### src/rtl/branch_predict_ctrl.sv
// Branch predictor control: a 2-bit saturating counter table read in ID,
// trained in EX, and a one-cycle redirect/flush FSM raised on a mispredict.
module branch_predict_ctrl #(
    parameter int IDX_W = 4,
    parameter int CNT_W = 16
) (
    input  logic             clk,
    input  logic             rst,
    input  logic [31:0]      id_pc,
    input  logic             id_is_branch,
    output logic             pred_taken,
    input  logic             ex_valid,
    input  logic             ex_is_branch,
    input  logic [31:0]      ex_pc,
    input  logic             ex_taken,
    input  logic             ex_pred_taken,
    input  logic [31:0]      ex_target,
    input  logic             stall,
    output logic             redirect,
    output logic [31:0]      redirect_pc,
    output logic             flush,
    output logic [CNT_W-1:0] br_count,
    output logic [CNT_W-1:0] mp_count
);

    localparam int ENTRIES = 1 << IDX_W;
    localparam logic [CNT_W-1:0] CNT_ONE = {{(CNT_W-1){1'b0}}, 1'b1};

    typedef enum logic {NORMAL, REDIRECT} state_t;

    state_t           state, state_next;
    logic [1:0]       table_q [ENTRIES];
    logic [IDX_W-1:0] id_idx, ex_idx;
    logic [1:0]       ctr_cur, ctr_next;
    logic             resolved, mispredict;

    assign id_idx     = id_pc[IDX_W+1:2];
    assign ex_idx     = ex_pc[IDX_W+1:2];
    assign pred_taken = id_is_branch & table_q[id_idx][1];

    // Resolution is gated by state, so EX contents seen during REDIRECT are ignored.
    assign resolved   = ex_valid & ex_is_branch & ~stall & (state == NORMAL);
    assign mispredict = resolved & (ex_taken != ex_pred_taken);

    assign redirect = (state == REDIRECT);
    assign flush    = (state == REDIRECT);

    always_comb begin
        // NOTE: every always_comb output gets a default first so no path can infer a latch.
        ctr_cur  = table_q[ex_idx];
        ctr_next = ctr_cur;
        if (ex_taken && ctr_cur != 2'd3)
            ctr_next = ctr_cur + 2'd1;
        else if (!ex_taken && ctr_cur != 2'd0)
            ctr_next = ctr_cur - 2'd1;
    end

    always_comb begin
        state_next = state;
        case (state)
            NORMAL:   if (mispredict) state_next = REDIRECT;
            REDIRECT: state_next = NORMAL;
            default:  state_next = NORMAL;
        endcase
    end

    // NOTE: sequential state is written only with non-blocking assignments.
    always_ff @(posedge clk or posedge rst) begin
        if (rst)
            state <= NORMAL;
        else
            state <= state_next;
    end

    // NOTE: the table is reset entry by entry, so it maps to flops rather than a RAM macro.
    always_ff @(posedge clk or posedge rst) begin
        if (rst) begin
            for (int i = 0; i < ENTRIES; i++)
                table_q[i] <= 2'b01;
        end else if (resolved) begin
            table_q[ex_idx] <= ctr_next;
        end
    end

    always_ff @(posedge clk or posedge rst) begin
        if (rst) begin
            redirect_pc <= 32'd0;
            br_count    <= '0;
            mp_count    <= '0;
        end else begin
            if (mispredict)
                redirect_pc <= ex_taken ? ex_target : ex_pc + 32'd4;
            if (resolved && br_count != '1)
                br_count <= br_count + CNT_ONE;
            if (mispredict && mp_count != '1)
                mp_count <= mp_count + CNT_ONE;
        end
    end

endmodule

### config.mk
export PLATFORM = sky130hd
export DESIGN_NAME = branch_predict_ctrl
export DESIGN_NICKNAME = d
export VERILOG_FILES = /design/src/rtl/branch_predict_ctrl.sv
export SDC_FILE = /design/constraint.sdc
export NUM_CORES = 1
export LEC_CHECK = 0
export BUFFER_PORTS_ARGS = -buffer_cell sky130_fd_sc_hd__buf_2
export CORE_UTILIZATION = 52
export CTS_BUF_LIST = sky130_fd_sc_hd__clkbuf_16
export CTS_CLUSTER_DIAMETER = 50
export CTS_CLUSTER_SIZE = 25
export DETAILED_ROUTE_END_ITERATION = 10
export HOLD_SLACK_MARGIN = 0.1
export PLACE_DENSITY = 0.78
export SKIP_CTS_REPAIR_TIMING = 1
export SLEW_MARGIN = 20
export SYNTH_ARGS = -nofsm -noshare
export SYNTH_HDL_FRONTEND = slang
export SYNTH_SLANG_ARGS = --single-unit
### constraint.sdc
create_clock -name clk -period 3.15 [get_ports clk]
set_input_delay 0.1575 -clock clk [delete_from_list [all_inputs] [get_ports clk]]
set_output_delay 0.1575 -clock clk [all_outputs]
set_load 0.05 [all_outputs]
==> results.yml <==
place:
  portBuffers: 142
  dpl.hpwl_um: 9840
  place_congestion: 0.868
power:
  cell_internal_pwr_mw: 2.48
  combinationalPowerShare_pct: 33.7
  swShare_pct: 39.8
  powerDensity_nw_per_um2: 628
  totalPowerFinal_mw: 4.12
  power_switching_mw: 1.64
  leakagePower_nw: 3.10
  seq_power_share_pct: 41.2
  pwr-share-clk_pct: 25.0
  peakVddDrop_v: 0.000429
yosys:
  yosys-top-cells-area: "dfrtp_1 (37%), dfstp_2 (7.7%), mux2_2 (5.8%), mux4_2 (4.6%), nand2_1 (4.5%)"
  synth_nets: 646
  synth_compound_area_share_pct: 8.93
  avgSynthCellArea_um2: 10.2
  synth_xor_area_share_pct: 8.37
  synth_top_area_cell: "dfrtp_1"
  ys_seq_elements: 97
  synth_edf_count: 0
  ys_seq_area_share_pct: 45.0
  synth_top_family_by_area: "simple AND/OR/NAND/NOR gates"
  synth_flop_cell: "dfrtp_1"
  synth_mux_area_share_pct: 12.0
  synth_area_um2: 5440
  synth-simple-area-share_pct: 19.8
  synth-adder-area-share_pct: 1.84
  synthArstFlopShare_pct: 100
  synth_top_area_share_pct: 37.3
  synth.most_common_cell: "dfrtp_1"
  synth_warnings: 0
  synthDistinctLibCells: 55
  synth_commonest_cells: "dfrtp_1 (81), nand2_1 (65), nand3_1 (45)"
  synthCells: 534
timing:
  setup_viol: 0
  tightest_slew_ps: 904
  period_share_pct: 86.0
  fin_tns_setup_ps: 0
  hold_viol: 0
  fmax_mhz: 369
  rsz0062_at_grt: "no"
  fin_crit_ps: 2710
  clock_skew_ps: 7.47
  slew_violations: 0
  relSlewSlack_pct: 39.7
final_layout:
  drive_gt1_share_pct: 34.8
  antennaDiodeCount: 0
  final_nets: 789
  syn_to_final_growth_pct: 20.7
hold_path:
  worstHoldStart: "ex_target[9]"
  hold_path_class: "input pin to register"
global_routing:
  grt_max_degree: 52
  grt_pass1_vias: 4518
  grt_use_total_pct: 25.5
  grt_pass1_wl_um: 22100
  antenna_found_initial: 0
  grt.overflow.total: 0
drt:
  drtIter0Drc: 292
  first_pass_iters: 4
  wl_um: 13500
  antenna_left: 0
  vias: 4653
  viasPerCell: 5.71
  drc_errors: 0
  wl_per_cell_um: 16.6
clocking:
  cts_buffers: 9
  cts_sinks: 97
  cts_tree: "yes"
  clk_pin_slew_worst_paths_ps: 70
  htree_levels: 3
  cts_max_path_buffers: 2
  clockRootBuffer: "clkbuf_16"
  clkLatencyLatePin_ps: 350
job:
  max-cap-violations: 0
die:
  fp.dieW_um: 104
  io_pins: 171
  start_util_pct: 54.6
  core_area_um2: 9950
  row_count: 36
  dieArea_um2: 10900
  die_h_um: 104
setup_path:
  r2r_start: "table_q[16]"
  crit_start: "table_q[16]"
  critPathArrivalTime_ps: 2990
  start_kind: "register"
  required_ps: 3430
  cp_max_fo: 8
  crit_path_end_kind: "register"
  crit_type: "register to register"
outcome:
  status: "completed"
[stage by stage]
stage	utilization, %	instances	cell area, µm²	setup slack [ps]	hold WS [ps]
2_1_floorplan	-	534	5440	485	308
3_3_place_gp	62.6	794	6230	443	360
3_5_place_dp	62.6	794	6230	356	377
4_1_cts	65.4	810	6520	454	0.651
5_1_grt	66.0	815	6570	164	104
6_report	66.0	815	6570	441	84.1
[cell families after synthesis]
| logic type | after synthesis |
|---|---|
| AOI/OAI and AO/OA | 79 |
| muxes | 48 |
| adders and majority gates | 8 |
| buffers and inverters | 39 |
| xor gates and xnor gates | 52 |
| and+or+nand+nor | 211 |
| DFF | 97 |
[per-layer routing]
metal  part of all wire, %  GRT usage, %  vias up
li1                      -             -     2194
met1                    42          33.6     2242
met2                    50          42.1      198
met3                   6.2          5.39       19
met4                   1.4          7.65        0
met5                     0             0        -
[worst max-delay path, stage by stage (launching register included)]
cell and delay [ps]:
dfstp_2 370, mux4_2 470, nand2_1 100, nand2_1 80, o21ai_0 270, inv_1 90
ha_1 220, mux2i_1 140, buf_4 160, a41oi_1 50, nor2_1 450, mux2_2 260
[layout make-up]
cell class / count / area, µm²
clock buffer: 9 / 225
clock inverter: 7 / 55.1
timing repair buffer: 155 / 833
fill: 826 / 3390
multi-input combinational: 398 / 2780
sequential: 97 / 2450
inverter: 16 / 61.3
tap: 133 / 166
[power by group through the flow]
stage          clock network, mW  registers (mW)  logic [mW]
2_1_floorplan                  0            2.25       0.472
3_3_place_gp                   0            1.70        1.36
3_5_place_dp                   0            1.72        1.39
4_1_cts                     1.05            1.70        1.39
5_1_grt                     1.10            1.73        1.49
6_report                    1.03            1.70        1.39
[layout by cell type, fill, tap and decap left out, types with 11 or more instances in the layout]
master   Yosys  layout
nand2_1     65      65
o22ai_1     11      11
o21ai_0     24      24
dfrtp_1     81      81
mux4_2      11      11
nand3_1     45      45
nor2_1      36      36
inv_1       16      15
buf_2        5     142
xnor2_1     26      26
xor2_1      26      26
dfstp_2     16      16
mux2_2      28      28
nand4_1     14      14
a21oi_1     21      21
[path summary, 6_finish.rpt]
check,slack [ps],endpoint,depth (start not counted)
worst max-delay path,440,table_q[1],11
worst min register to register,480,redirect_pc[0],2
worst min-delay path,80,redirect_pc[9],3
worst max register to register,440,table_q[1],11
max in group asynchronous,1820,table_q[12],4
min in group asynchronous,520,mp_count[14],3
[state kept, by name, indices dropped and copies added (netlist names)]
register / flops
table_q: 32
redirect_pc: 32
mp_count: 16
flush: 1
br_count: 16
Power figures use the tool's default switching activity.
